`src/rtl/uart_pkg.sv`:
```
// Shared constants, state encodings and parity helper
// for the parametrised UART transceiver.
package uart_pkg;

    localparam int PAR_NONE = 0;
    localparam int PAR_ODD  = 1;
    localparam int PAR_EVEN = 2;

    typedef enum logic [2:0] {
        TX_IDLE,
        TX_START,
        TX_DATA,
        TX_PARITY,
        TX_STOP
    } tx_state_e;

    typedef enum logic [2:0] {
        RX_IDLE,
        RX_START,
        RX_DATA,
        RX_PARITY,
        RX_STOP,
        RX_BREAK
    } rx_state_e;

    // Word is zero-extended by the caller, so unused MSBs do not disturb the XOR.
    function automatic logic calc_parity(input logic [8:0] word, input int mode);
        logic p;
        p = ^word;
        if (mode == PAR_ODD) return ~p;
        if (mode == PAR_EVEN) return p;
        return 1'b0;
    endfunction

endpackage

```
`src/rtl/uart_rx_core.sv`:
```
// UART receiver: 2-flop synchroniser, mid-bit sampling FSM,
// parity/framing checks and break (held-low line) suppression.
module uart_rx_core
    import uart_pkg::*;
#(
    parameter int CLKS_PER_BIT = 16,
    parameter int DATA_BITS    = 8,
    parameter int PARITY       = 0
) (
    input  logic                 clk,
    input  logic                 rst_n,
    input  logic                 serial_in,
    output logic [DATA_BITS-1:0] rx_data,
    output logic                 rx_valid,
    output logic                 rx_parity_err,
    output logic                 rx_frame_err
);

    localparam int CW = $clog2(CLKS_PER_BIT);
    localparam logic [CW-1:0] BIT_LAST  = CW'(CLKS_PER_BIT - 1);
    localparam logic [CW-1:0] HALF_LAST = CW'(CLKS_PER_BIT / 2 - 1);
    localparam logic [3:0]    DATA_LAST = 4'(DATA_BITS - 1);

    logic                 sync1_q, sync2_q;
    rx_state_e            state_q, state_d;
    logic [CW-1:0]        cnt_q, cnt_d;
    logic [3:0]           bit_q, bit_d;
    logic [DATA_BITS-1:0] shift_q, shift_d;
    logic [DATA_BITS-1:0] data_q, data_d;
    logic                 par_q, par_d;
    logic                 valid_q, valid_d;
    logic                 perr_q, perr_d;
    logic                 ferr_q, ferr_d;
    logic [8:0]           shift_ext;
    logic                 line;
    logic                 bit_end;

    assign line    = sync2_q;
    assign bit_end = (cnt_q == BIT_LAST);

    always_comb begin
        state_d   = state_q;
        cnt_d     = cnt_q;
        bit_d     = bit_q;
        shift_d   = shift_q;
        data_d    = data_q;
        par_d     = par_q;
        valid_d   = 1'b0;
        perr_d    = 1'b0;
        ferr_d    = 1'b0;
        shift_ext = '0;
        shift_ext[DATA_BITS-1:0] = shift_q;
        unique case (state_q)
            RX_IDLE: begin
                cnt_d = '0;
                if (!line) state_d = RX_START;
            end
            RX_START: begin
                if (cnt_q == HALF_LAST) begin
                    cnt_d   = '0;
                    bit_d   = '0;
                    state_d = line ? RX_IDLE : RX_DATA;
                end else begin
                    cnt_d = cnt_q + CW'(1);
                end
            end
            RX_DATA: begin
                if (bit_end) begin
                    cnt_d   = '0;
                    shift_d = {line, shift_q[DATA_BITS-1:1]};
                    if (bit_q == DATA_LAST)
                        state_d = (PARITY != PAR_NONE) ? RX_PARITY : RX_STOP;
                    else
                        bit_d = bit_q + 4'd1;
                end else begin
                    cnt_d = cnt_q + CW'(1);
                end
            end
            RX_PARITY: begin
                if (bit_end) begin
                    cnt_d   = '0;
                    par_d   = line;
                    state_d = RX_STOP;
                end else begin
                    cnt_d = cnt_q + CW'(1);
                end
            end
            RX_STOP: begin
                if (bit_end) begin
                    cnt_d   = '0;
                    data_d  = shift_q;
                    valid_d = 1'b1;
                    perr_d  = (PARITY != PAR_NONE) &&
                              (par_q != calc_parity(shift_ext, PARITY));
                    ferr_d  = !line;
                    state_d = line ? RX_IDLE : RX_BREAK;
                end else begin
                    cnt_d = cnt_q + CW'(1);
                end
            end
            RX_BREAK: begin
                if (line) state_d = RX_IDLE;
            end
            default: state_d = RX_IDLE;
        endcase
    end

    always_ff @(posedge clk or negedge rst_n) begin
        if (!rst_n) begin
            sync1_q <= 1'b1;
            sync2_q <= 1'b1;
            state_q <= RX_IDLE;
            cnt_q   <= '0;
            bit_q   <= '0;
            shift_q <= '0;
            data_q  <= '0;
            par_q   <= 1'b0;
            valid_q <= 1'b0;
            perr_q  <= 1'b0;
            ferr_q  <= 1'b0;
        end else begin
            sync1_q <= serial_in;
            sync2_q <= sync1_q;
            state_q <= state_d;
            cnt_q   <= cnt_d;
            bit_q   <= bit_d;
            shift_q <= shift_d;
            data_q  <= data_d;
            par_q   <= par_d;
            valid_q <= valid_d;
            perr_q  <= perr_d;
            ferr_q  <= ferr_d;
        end
    end

    assign rx_data       = data_q;
    assign rx_valid      = valid_q;
    assign rx_parity_err = perr_q;
    assign rx_frame_err  = ferr_q;

endmodule

```
`src/rtl/uart_param_transceiver.sv`:
```
// Full-duplex UART with configurable timing, width, parity and stop bits.
// TX FSM lives here; the receiver is in uart_rx_core.
module uart_param_transceiver
    import uart_pkg::*;
#(
    parameter int CLKS_PER_BIT = 16,
    parameter int DATA_BITS    = 8,
    parameter int PARITY       = 0,
    parameter int STOP_BITS    = 1
) (
    input  logic                 clk,
    input  logic                 rst_n,
    input  logic [DATA_BITS-1:0] tx_data,
    input  logic                 tx_start,
    output logic                 tx_busy,
    output logic                 tx_done,
    output logic                 serial_out,
    input  logic                 serial_in,
    output logic [DATA_BITS-1:0] rx_data,
    output logic                 rx_valid,
    output logic                 rx_parity_err,
    output logic                 rx_frame_err
);

    localparam int TCW = $clog2(STOP_BITS * CLKS_PER_BIT);
    localparam logic [TCW-1:0] BIT_LAST  = TCW'(CLKS_PER_BIT - 1);
    localparam logic [TCW-1:0] STOP_LAST = TCW'(STOP_BITS * CLKS_PER_BIT - 1);
    localparam logic [3:0]     DATA_LAST = 4'(DATA_BITS - 1);

    tx_state_e            state_q, state_d;
    logic [TCW-1:0]       cnt_q, cnt_d;
    logic [3:0]           bit_q, bit_d;
    logic [DATA_BITS-1:0] shift_q, shift_d;
    logic                 par_q, par_d;
    logic [8:0]           data_ext;
    logic                 bit_end;
    logic                 accept;

    assign bit_end = (cnt_q == BIT_LAST);
    assign tx_done = (state_q == TX_STOP) && (cnt_q == STOP_LAST);
    assign tx_busy = (state_q != TX_IDLE) && !tx_done;
    // Accepting in the final stop cycle lets frames run back-to-back.
    assign accept  = tx_start && !tx_busy;

    always_comb begin
        state_d  = state_q;
        cnt_d    = cnt_q;
        bit_d    = bit_q;
        shift_d  = shift_q;
        par_d    = par_q;
        data_ext = '0;
        data_ext[DATA_BITS-1:0] = tx_data;
        unique case (state_q)
            TX_IDLE: cnt_d = '0;
            TX_START: begin
                if (bit_end) begin
                    cnt_d   = '0;
                    bit_d   = '0;
                    state_d = TX_DATA;
                end else begin
                    cnt_d = cnt_q + TCW'(1);
                end
            end
            TX_DATA: begin
                if (bit_end) begin
                    cnt_d   = '0;
                    shift_d = {1'b0, shift_q[DATA_BITS-1:1]};
                    if (bit_q == DATA_LAST)
                        state_d = (PARITY != PAR_NONE) ? TX_PARITY : TX_STOP;
                    else
                        bit_d = bit_q + 4'd1;
                end else begin
                    cnt_d = cnt_q + TCW'(1);
                end
            end
            TX_PARITY: begin
                if (bit_end) begin
                    cnt_d   = '0;
                    state_d = TX_STOP;
                end else begin
                    cnt_d = cnt_q + TCW'(1);
                end
            end
            TX_STOP: begin
                if (cnt_q == STOP_LAST) begin
                    cnt_d   = '0;
                    state_d = TX_IDLE;
                end else begin
                    cnt_d = cnt_q + TCW'(1);
                end
            end
            default: state_d = TX_IDLE;
        endcase
        if (accept) begin
            state_d = TX_START;
            cnt_d   = '0;
            shift_d = tx_data;
            par_d   = calc_parity(data_ext, PARITY);
        end
    end

    always_ff @(posedge clk or negedge rst_n) begin
        if (!rst_n) begin
            state_q <= TX_IDLE;
            cnt_q   <= '0;
            bit_q   <= '0;
            shift_q <= '0;
            par_q   <= 1'b0;
        end else begin
            state_q <= state_d;
            cnt_q   <= cnt_d;
            bit_q   <= bit_d;
            shift_q <= shift_d;
            par_q   <= par_d;
        end
    end

    // Decoded from state so an asynchronous reset idles the line at once.
    always_comb begin
        serial_out = 1'b1;
        unique case (state_q)
            TX_START:  serial_out = 1'b0;
            TX_DATA:   serial_out = shift_q[0];
            TX_PARITY: serial_out = par_q;
            default:   serial_out = 1'b1;
        endcase
    end

    uart_rx_core #(
        .CLKS_PER_BIT (CLKS_PER_BIT),
        .DATA_BITS    (DATA_BITS),
        .PARITY       (PARITY)
    ) u_rx (
        .clk           (clk),
        .rst_n         (rst_n),
        .serial_in     (serial_in),
        .rx_data       (rx_data),
        .rx_valid      (rx_valid),
        .rx_parity_err (rx_parity_err),
        .rx_frame_err  (rx_frame_err)
    );

endmodule
```
`config.mk`:
```
export PLATFORM = sky130hd
export DESIGN_NAME = uart_param_transceiver
export DESIGN_NICKNAME = d
export VERILOG_FILES = /design/src/rtl/uart_pkg.sv /design/src/rtl/uart_rx_core.sv /design/src/rtl/uart_param_transceiver.sv
export SDC_FILE = /design/constraint.sdc
export NUM_CORES = 1
export LEC_CHECK = 0
export ABC_AREA = 1
export CAP_MARGIN = 30
export CORE_MARGIN = 3
export CORE_UTILIZATION = 53
export CTS_BUF_LIST = sky130_fd_sc_hd__clkbuf_4
export CTS_CLUSTER_DIAMETER = 100
export DETAILED_ROUTE_END_ITERATION = 10
export HOLD_SLACK_MARGIN = 0.06
export PLACE_DENSITY = 0.81
export SLEW_MARGIN = 20
export SYNTH_ARGS = -nofsm -noshare
export SYNTH_HDL_FRONTEND = slang
export SYNTH_SLANG_ARGS = --single-unit
```
`constraint.sdc`:
```
create_clock -name clk -period 1.5 [get_ports clk]
set_input_delay 0.15 -clock clk [delete_from_list [all_inputs] [get_ports clk]]
set_output_delay 0.15 -clock clk [all_outputs]
set_load 0.02 [all_outputs]
```
==> metrics <==
status finished, violations left; failing checks negative setup slack; crit path DAT 1390 ps; worst vdd ir 1220 uV; # rows 24; Reg2Reg Launch Point cnt_q[0]$_DFFE_PN0P_; total of max-cap violations 0; Util after Layout 0.719; Mapped Cells 313; Initial Util 0.573; IO Pins 26; synthesis-to-layout area growth 25.4%; Final ANT Viol Nets 0; Synth area leader dfrtp_1; TritonCTS clock tree built; hold path start serial_in; antenna violations before repair 0; clk root buf clkbuf_4; RSZ-0062 raised after global routing true; # diodes 0; Async SR Flop Fraction 1.00; Clock Pin Slew Worst Setup and Hold Paths 160 ps; RR Endpoint shift_q[4]$_DFFE_PN0P_; Hold Vio Cnt, Final 0; Yosys warnings 0; Achievable Freq 0.649 GHz; design area 0.00328 sq mm; DR pass1 iterations 4; Seq cells post-synth 50; Worst Clk Skew 15.6 ps; CP max FO 4; register area share after synthesis 0.479; hold depth 1; die area a little under 0.006 sq mm; dpl hpwl about 3600 um; Lkg Pwr 1.70 nW; Tcrit/Tclk final 1.03; CP required 1350 ps; cell area after synthesis 0.00262 sq mm; post-layout min period 1540 ps; first-pass GRT wire length about 8600 um; average cell area after synthesis 8.36 sq um; cts bufs inserted 5; chip width 76.3 um; PwrDens 1010 mW/mm^2; Finish-stage setup viols 2; number of global-route vias before repair roughly 2000; DRC 0; die height around 76 um; Clock Latency Late Sink 380 ps; Slew Viols, Final 0; r2r setup slk 70 ps; wire per inst 11.7 um; non-filler cells in the finished layout 433; drt total wl between 5000 and 6000 um; Bufs on Longest Clock Path 2; NumNets Final 383; Main synth FF type dfrtp_1; worst hold-check path type input pin to flip-flop; hold endpoint u_rx.sync1_q$_DFF_PN1_; H-tree depth 2; commonest cells in the netlist nand2_1 (92), dfrtp_1 (48), nand3_1 (37); Netlist cell types 31; port buffer count 24; Area after DPL 0.00306 sq mm; Tot Pwr 3.31 mW; pin count of the biggest net entering global routing 39; Post-synth EDFFs 0; Yosys top cell area share 0.459; remaining global-route overflow 0; type of origin of the critical path flip-flop; Worst Reg2Reg Path Length in Cells 9; syn_nets 329; ratio of cells with drive above 1 in the final layout 0.285; initial drt markers 126; Setup WS post-layout -40.6 ps; Cells after DPL 419; critical path endpoint category output port; worst setup path class flip-flop to output port; top-count cell post-synth nand2_1; All-Layer GR Usage 0.176; main area contributors after synthesis dfrtp_1 (46%), nand2_1 (13%), nand3_1 (7.1%); CTS Sinks 50; CORE AREA 0.00456 sq mm; vias 2167; Vias/cell 5.00; GP Congestion 0.843
## per-stage QoR
stage	setup WS, ps	hold WS [ps]	TNS, ps
2_1_floorplan	121	-146	0
3_3_place_gp	-57.0	57.2	-116
3_5_place_dp	-82.6	60.2	-220
4_1_cts	-106	155	-187
5_1_grt	-117	158	-395
6_report	-40.6	164	-67.0
## kinds of logic (layout without fill, tap and decap cells)
logic type / Yosys count / count (layout) / synth area share
DFF: 50 / 50 / 0.479
other: 1 / 1 / 0.00143
xor gates and xnor gates: 3 / 3 / 0.0100
buffers and inverters: 40 / 94 / 0.0750
and+or+nand+nor: 179 / 180 / 0.321
muxes: 3 / 3 / 0.0129
AOI/OAI and AO/OA: 33 / 33 / 0.0813
adders and majority gates: 4 / 4 / 0.0191
## per-layer routing
| metal | part of all wire | global-route usage | wire length [um] | vias to the layer above |
|---|---|---|---|---|
| met2 | 0.50 | 0.312 | 2530 | 29 |
| met3 | 0.026 | 0.0355 | 132 | 11 |
| met5 | 0 | 0 | 0 | - |
| met1 | 0.46 | 0.218 | 2330 | 1015 |
| li1 | - | - | - | 1112 |
| met4 | 0.016 | 0.0507 | 80 | 0 |
## cell usage in the layout (no fill, tap or decap), types with 3 or more instances in the layout
master            n
nor2_2            7
clkbuf_4          5
o21ai_1           7
nor2_1           21
mux2_2            3
dfrtp_1          47
inv_2             7
o21ai_0           8
nand2_2           9
o21ai_2           6
nand3_1          35
xor2_1            3
nand2_1          87
inv_4             4
nor2_4            5
a21oi_1           4
clkdlybuf4s50_1  10
buf_4            26
dlygate4sd2_1     8
buf_6             4
nand2_4           5
inv_1            21
a21oi_2           6
## area by class of cell
class                           count  area (sq um)
Clock buffer                        5          37.5
Tap cell                           65          81.3
Clock inverter                      3          28.8
Sequential cell                    50          1250
Fill cell                         358          1280
Timing Repair Buffer               53           470
Inverter                           33           139
Multi-Input combinational cell    224          1270
## how the worst max path moves through the flow
stage                                    startpoint                          end  slack, ps  depth (start not counted)
final                          cnt_q[0]$_DFFE_PN0P_                      tx_busy        -40                          5
after global routing           cnt_q[0]$_DFFE_PN0P_                      tx_busy       -120                          5
after CTS                      cnt_q[1]$_DFFE_PN0P_                      tx_busy       -110                          5
after detailed placement       cnt_q[0]$_DFFE_PN0P_                      tx_done        -80                          4
after global placement         cnt_q[0]$_DFFE_PN0P_                      tx_busy        -60                          5
after floorplan           u_rx.cnt_q[0]$_DFFE_PN0P_  u_rx.rx_data[0]$_DFFE_PN0P_        120                          4
## worst max-delay path, stage by stage, from the launching register on
cell and delay [ps]:
dfrtp_1 420, ha_4 160, nand3_4 100, a21oi_4 160, inv_2 50, buf_6 120
## state kept, by name, summed over array words and instances (netlist names)
name / cells
u_rx.rx_data: 8
cnt_q: 4
state_q: 3
u_rx.line: 1
u_rx.rx_valid: 1
u_rx.sync1_q: 1
u_rx.rx_frame_err: 1
bit_q: 4
u_rx.state_q: 3
shift_q: 8
u_rx.cnt_q: 4
u_rx.shift_q: 8
u_rx.bit_q: 4
## where the power goes
part | internal [mW] | total (mW) | leakage (nW) | switching, mW
clock network | 0.205 | 0.681 | 0.0377 | 0.476
registers | 1.44 | 1.57 | 0.646 | 0.124
logic | 0.390 | 1.06 | 1.02 | 0.669
total | 2.04 | 3.31 | 1.70 | 1.27
## what timing repair did
| item | 4_1_cts | 5_1_grt |
|---|---|---|
| hold endpoints to repair | 50 | 0 |
| gates resized for setup | 31 | 25 |
| setup buffers | 1 | 4 |
| pin swaps | 4 | 6 |
| hold buffers | 1 | 0 |
| setup endpoints to repair | 11 | 36 |
| cloned | 0 | 1 |
(Power assumes the default switching activity.)
